`config.mk`:
```
export PLATFORM = sky130hd
export DESIGN_NAME = pipe_stage_elastic
export DESIGN_NICKNAME = d
export VERILOG_FILES = /design/src/rtl/pipe_stage_pkg.sv /design/src/rtl/pipe_stage_mem.sv /design/src/rtl/pipe_stage_elastic.sv
export SDC_FILE = /design/constraint.sdc
export NUM_CORES = 1
export LEC_CHECK = 0
export BUFFER_PORTS_ARGS = -buffer_cell sky130_fd_sc_hd__buf_2
export CAP_MARGIN = 20
export CORE_ASPECT_RATIO = 0.5
export CORE_UTILIZATION = 51
export DETAILED_ROUTE_END_ITERATION = 6
export GPL_ROUTABILITY_DRIVEN = 0
export PLACE_DENSITY = 0.74
export SYNTH_ARGS = -nofsm -noshare
export SYNTH_HDL_FRONTEND = slang
export SYNTH_SLANG_ARGS = --single-unit
export TNS_END_PERCENT = 1
```
`constraint.sdc`:
```
create_clock -name clk -period 2.75 [get_ports clk]
set_clock_uncertainty 0.1 [all_clocks]
set_input_delay 0.1375 -clock clk [delete_from_list [all_inputs] [get_ports clk]]
set_output_delay 0.1375 -clock clk [all_outputs]
set_load 0.01 [all_outputs]
```
`src/rtl/pipe_stage_pkg.sv`:
```
// -----------------------------------------------------------------------------
// pipe_stage_pkg
// Shared definitions for the elastic pipeline stage: default payload width,
// legal depth limits, occupancy-state encoding and a pointer-wrap helper.
// -----------------------------------------------------------------------------
package pipe_stage_pkg;

  localparam int unsigned WIDTH_DEFAULT = 32;
  localparam int unsigned DEPTH_DEFAULT = 2;
  localparam int unsigned DEPTH_MIN     = 2;
  localparam int unsigned DEPTH_MAX     = 8;

  typedef enum logic [1:0] {
    EMPTY   = 2'd0,
    PARTIAL = 2'd1,
    FULL    = 2'd2
  } occ_e;

  // Advance a ring pointer, wrapping explicitly so non-power-of-two depths
  // never step into an unused slot.
  function automatic int unsigned ptr_inc(input int unsigned ptr,
                                          input int unsigned depth);
    return (ptr == depth - 1) ? 0 : ptr + 1;
  endfunction

endpackage

```
`src/rtl/pipe_stage_mem.sv`:
```
// -----------------------------------------------------------------------------
// pipe_stage_mem
// Entry storage for pipe_stage_elastic: DEPTH entries of payload plus one
// pcincr bit, one synchronous write port and one asynchronous read port.
//
// Ports
//   clk, rst          clock, asynchronous active-low reset
//   wr_en             write strobe
//   wr_addr           write slot
//   wr_data           payload to store
//   wr_pcincr         pcincr bit to store
//   rd_addr           read slot
//   rd_data           payload at rd_addr (combinational)
//   rd_pcincr         pcincr bit at rd_addr (combinational)
// -----------------------------------------------------------------------------
module pipe_stage_mem
  import pipe_stage_pkg::*;
#(
  parameter  int unsigned WIDTH = WIDTH_DEFAULT,
  parameter  int unsigned DEPTH = DEPTH_DEFAULT,
  localparam int unsigned PTR_W = $clog2(DEPTH)
) (
  input  logic             clk,
  input  logic             rst,
  input  logic             wr_en,
  input  logic [PTR_W-1:0] wr_addr,
  input  logic [WIDTH-1:0] wr_data,
  input  logic             wr_pcincr,
  input  logic [PTR_W-1:0] rd_addr,
  output logic [WIDTH-1:0] rd_data,
  output logic             rd_pcincr
);

  logic [WIDTH-1:0] data_q [DEPTH];
  logic [DEPTH-1:0] pcincr_q;

  // NOTE: payload storage has no reset -- stale data is never visible because
  // out_valid gates it, and leaving it unreset keeps it a plain register file.
  always_ff @(posedge clk) begin
    if (wr_en) data_q[wr_addr] <= wr_data;
  end

  // The pcincr column is cleared by reset so no stale bit can ever raise a
  // PC-increment pulse after a reset.
  always_ff @(posedge clk or negedge rst) begin
    if (!rst) begin
      pcincr_q <= '0;
    end else if (wr_en) begin
      pcincr_q[wr_addr] <= wr_pcincr;
    end
  end

  assign rd_data   = data_q[rd_addr];
  assign rd_pcincr = pcincr_q[rd_addr];

endmodule

```
`src/rtl/pipe_stage_elastic.sv`:
```
// -----------------------------------------------------------------------------
// pipe_stage_elastic
// Elastic FIFO pipeline stage for decoded-instruction bundles. Entries pushed
// become visible one cycle later; in_ready depends on registered occupancy
// only, so there is no combinational path from out_ready to in_ready. Each
// consumed entry whose pcincr bit is set produces one out_pcincr pulse.
// Legal DEPTH range is DEPTH_MIN..DEPTH_MAX from pipe_stage_pkg.
//
// Ports
//   clk, rst          clock, asynchronous active-low reset
//   in_valid/in_ready upstream handshake, in_data/in_pcincr its payload
//   flush             synchronous discard of every entry
//   out_valid/out_ready downstream handshake, out_data head payload
//   out_pcincr        one-cycle pulse when a pcincr entry is consumed
//   count             current occupancy
//   bubble_cnt        (only with PIPE_STAGE_PERF_EN) saturating count of
//                     cycles where downstream was ready but nothing was valid
// -----------------------------------------------------------------------------
module pipe_stage_elastic
  import pipe_stage_pkg::*;
#(
  parameter  int unsigned WIDTH = WIDTH_DEFAULT,
  parameter  int unsigned DEPTH = DEPTH_DEFAULT,
  localparam int unsigned PTR_W = $clog2(DEPTH),
  localparam int unsigned CNT_W = $clog2(DEPTH + 1)
) (
  input  logic             clk,
  input  logic             rst,
  input  logic             in_valid,
  input  logic [WIDTH-1:0] in_data,
  input  logic             in_pcincr,
  output logic             in_ready,
  input  logic             flush,
  output logic             out_valid,
  output logic [WIDTH-1:0] out_data,
  input  logic             out_ready,
  output logic             out_pcincr,
  output logic [CNT_W-1:0] count
`ifdef PIPE_STAGE_PERF_EN
  ,
  output logic [31:0]      bubble_cnt
`endif
);

  logic [CNT_W-1:0] count_q,  count_d;
  logic [PTR_W-1:0] wr_ptr_q, wr_ptr_d;
  logic [PTR_W-1:0] rd_ptr_q, rd_ptr_d;
  occ_e             occ;
  logic             push, pop;
  logic             head_pcincr;

  // Occupancy class decoded from the registered count only.
  always_comb begin
    occ = PARTIAL;
    if (count_q == '0)                    occ = EMPTY;
    else if (count_q == CNT_W'(DEPTH))    occ = FULL;
  end

  assign in_ready  = (occ != FULL);
  assign out_valid = (occ != EMPTY);
  assign count     = count_q;

  assign push = in_valid  & in_ready;
  assign pop  = out_valid & out_ready;

  // NOTE: every output of this block gets its default first, so no path
  // leaves a variable unassigned and no latch is inferred.
  always_comb begin
    count_d  = count_q;
    wr_ptr_d = wr_ptr_q;
    rd_ptr_d = rd_ptr_q;
    if (flush) begin
      // Any push this cycle is dropped along with the stored entries.
      count_d  = '0;
      wr_ptr_d = '0;
      rd_ptr_d = '0;
    end else begin
      if (push) wr_ptr_d = PTR_W'(ptr_inc(32'(wr_ptr_q), DEPTH));
      if (pop)  rd_ptr_d = PTR_W'(ptr_inc(32'(rd_ptr_q), DEPTH));
      case ({push, pop})
        2'b10:   count_d = count_q + CNT_W'(1);
        2'b01:   count_d = count_q - CNT_W'(1);
        default: count_d = count_q;
      endcase
    end
  end

  // NOTE: state registers use non-blocking assignments so every flop samples
  // the pre-edge values regardless of process ordering.
  always_ff @(posedge clk or negedge rst) begin
    if (!rst) begin
      count_q  <= '0;
      wr_ptr_q <= '0;
      rd_ptr_q <= '0;
    end else begin
      count_q  <= count_d;
      wr_ptr_q <= wr_ptr_d;
      rd_ptr_q <= rd_ptr_d;
    end
  end

  pipe_stage_mem #(
    .WIDTH (WIDTH),
    .DEPTH (DEPTH)
  ) u_mem (
    .clk       (clk),
    .rst       (rst),
    .wr_en     (push & ~flush),
    .wr_addr   (wr_ptr_q),
    .wr_data   (in_data),
    .wr_pcincr (in_pcincr),
    .rd_addr   (rd_ptr_q),
    .rd_data   (out_data),
    .rd_pcincr (head_pcincr)
  );

  // One pulse per consumed pcincr entry; a flushed head is not consumed.
  assign out_pcincr = pop & head_pcincr & ~flush;

`ifdef PIPE_STAGE_PERF_EN
  logic [31:0] bubble_cnt_q, bubble_cnt_d;

  always_comb begin
    bubble_cnt_d = bubble_cnt_q;
    if (flush) begin
      bubble_cnt_d = '0;
    end else if (out_ready && !out_valid && (bubble_cnt_q != '1)) begin
      bubble_cnt_d = bubble_cnt_q + 32'd1;
    end
  end

  always_ff @(posedge clk or negedge rst) begin
    if (!rst) bubble_cnt_q <= '0;
    else      bubble_cnt_q <= bubble_cnt_d;
  end

  assign bubble_cnt = bubble_cnt_q;
`endif

endmodule

```
==> results.md <==
- Clock transition at the registers of the reported paths: 70 ps
- Asr flop ratio synth: 8.571%
- Initial antenna violation count: 0
- Number of port buffers: 74
- CORE AREA: 0.004955 sq mm
- Final worst-path cycle share: 74.82%
- First-pass GRT wire length: 7527 um
- Vias per cell: 4.799
- Drt first pass iters: 5
- Syn Area/Cell: 20.24 sq um
- Synthesized net count: 169
- Clock Sinks: 70
- Top Ports: 75
- Chip height: 52.99 um
- Vias in the first global route: 1542
- Yosys warning count: 0
- Most used routing layer: met2
- Max Root-Sink Buffers: 2
- Post-layout power: 0.002279 W
- Row count: 18
- Final WS setup: 692.4 ps
- Die area: 0.005509 sq mm
- Worst slew margin: 69.33%
- Hold Crit Class: input port to async pin
- Post-CTS Resized: 0
- RR Startpoint: count[1]$_DFFE_PN0P_
- Die width: 104.0 um
- Required @ worst endpoint: 2510 ps
- Ant diodes: 0
- Netlist cell types: 24
- GRT Util Overall: 19.80%
- # setup viols final: 0
- RSZ-0062 raised after global routing: no
- FF-to-FF End: u_mem.pcincr_q[0]$_DFFE_PN0P_
- Slew Limit Fails: 0
- Synth Instances: 131
- # placed instances: 275
- Initial Util: 53.51%
- Post-CTS Repair Setup Buffers: 0
- Yosys top cell area share: 72.49%
- Reg2reg path depth: 4
- Slew at the pin closest to its max-slew limit: 460.0 ps
- WL final: 5041 um
- Root Driver: clkbuf_8
- Setup CP Type: flop to output pin
- Status: finished, final reports clean
- Worst skew pair latency: 330 ps
- Seq/Total Area, Yosys: 78.15%
- Overflow after GRT: 0
- Hpwl dp: 2920 um
- Residual DRC: 0
- Fin cells: 328
- Final Hold Fails: 0
- Initial DRC Count: 55
- PwrDens: 619.9 mW/mm^2
- Max Cap Viol: 0
- Synth area leaders: edfxtp_1 (72%), mux2_2 (14%), dfrtp_1 (5.7%)
- Met2 Track Usage GR: 36.78%
- Yosys top cell by area: edfxtp_1
- Area Overhead vs Synth: 38.65%
- Maximum vdd drop: 0.3828 mV
- Critical path fanouts, max: 28
- Hold Slack: 49.29 ps
- Num CTS Buffers: 9
- Pin count of the biggest net entering global routing: 34
- Fmax: 486.0 MHz
- Setup crit start kind: flop
- Worst Setup End Kind: output pin
- Post-synth EDFFs: 64
- Fin nets: 291
- Hold_buf cts: 37
- DRT antenna net count: 0
- GR Util met1: 21.17%
- Final min period: 2058 ps
- Synth Register Bits: 70
- CP Data Arrival Time: 1820 ps
- CTS tree: done
- Dpl ws: 956.7 ps
- Setup slack, reg-to-reg: 940 ps
- Final setup TNS: 0 ps
- Post-Synthesis Cell Area: 0.002651 sq mm
- Primary FF master, synth: edfxtp_1
- Layout cells sized above 1: 49.22%
- Met3 usage: 7.512%
- Routed len/inst: 15.37 um
- Leakage Power: 1.400 nW
- CTS H-tree depth: 3
- Via count: 1574
per-stage QoR:
stage               instance area [sq um]  utilization [%]
floorplan                            2651                -
global placement                     3119            62.95
detailed placement                   3119            62.95
CTS                                  3676            74.19
global route                         3676            74.19
finish                               3676            74.19
placed cells by master (no fill, tap or decap), types with 2 or more instances in the layout:
cell type and count:
buf_2 74, edfxtp_1 64, dlygate4sd3_1 37, mux2_2 33
clkbuf_8 10, dfrtp_1 6, clkbuf_1 4, buf_4 4
o21ai_0 3, nor2_1 2, a21oi_1 2
critical path, cell delays in order (launching register included):
cell and delay, ps:
dfrtp_1 510, buf_4 420, mux2_2 400, buf_2 140
cells in the mapped netlist, types with 2 or more instances:
cell type,instances
edfxtp_1,64
mux2_2,33
dfrtp_1,6
buf_2,4
o21ai_0,3
a21oi_1,2
nor2_1,2
per-layer routing:
layer | wire length [um] | share of wire (%) | up-vias
met5 | 0 | 0 | -
met2 | 2683 | 53 | 43
met4 | 58 | 1.2 | 0
met3 | 221 | 4.4 | 5
met1 | 2077 | 41 | 766
li1 | - | - | 760
logic make-up (layout without fill, tap and decap cells):
kind of cell / Yosys count / count (layout) / share of synthesized area [%]
AOI/OAI and AO/OA: 7 / 7 / 1.510
muxes: 35 / 35 / 14.82
and+or+nand+nor: 12 / 12 / 4.153
xor gates and xnor gates: 1 / 1 / 0.3304
buffers and inverters: 6 / 133 / 1.038
DFF: 70 / 70 / 78.15
state kept, by name (all words and copies together) (netlist names):
register        cells
wr_ptr_q            1
count               2
rd_ptr_q            1
u_mem.pcincr_q      2
u_mem.data_q       64
cell type report:
| type | count | area, sq um |
|---|---|---|
| sequential | 70 | 2072 |
| multi-input combinational | 55 | 551.8 |
| fill | 316 | 1279 |
| clock inverter | 2 | 33.78 |
| inverter | 2 | 7.507 |
| clock buffer | 14 | 152.6 |
| timing repair buffer | 115 | 770.7 |
| tap | 70 | 87.58 |
how the worst max path moves through the flow:
stage | depth (start not counted) | endpoint | slack, ps | startpoint
detailed placement | 4 | u_mem.pcincr_q[0]$_DFFE_PN0P_ | 960 | count[1]$_DFFE_PN0P_
floorplan | 3 | u_mem.pcincr_q[1]$_DFFE_PN0P_ | 370 | count[1]$_DFFE_PN0P_
global placement | 4 | u_mem.pcincr_q[0]$_DFFE_PN0P_ | 1020 | count[1]$_DFFE_PN0P_
CTS | 3 | out_data[5] | 680 | rd_ptr_q$_DFFE_PN0P_
finish | 3 | out_data[18] | 690 | rd_ptr_q$_DFFE_PN0P_
global route | 3 | out_data[23] | 580 | rd_ptr_q$_DFFE_PN0P_
where the power goes:
group / internal [W] / total (W) / switching [W]
logic: 0.000143 / 0.000262 / 0.000118
clock network: 0.000443 / 0.000785 / 0.000342
registers: 0.00121 / 0.00123 / 0.0000204
total: 0.00180 / 0.00228 / 0.000481
Power figures use the tool's default switching activity.
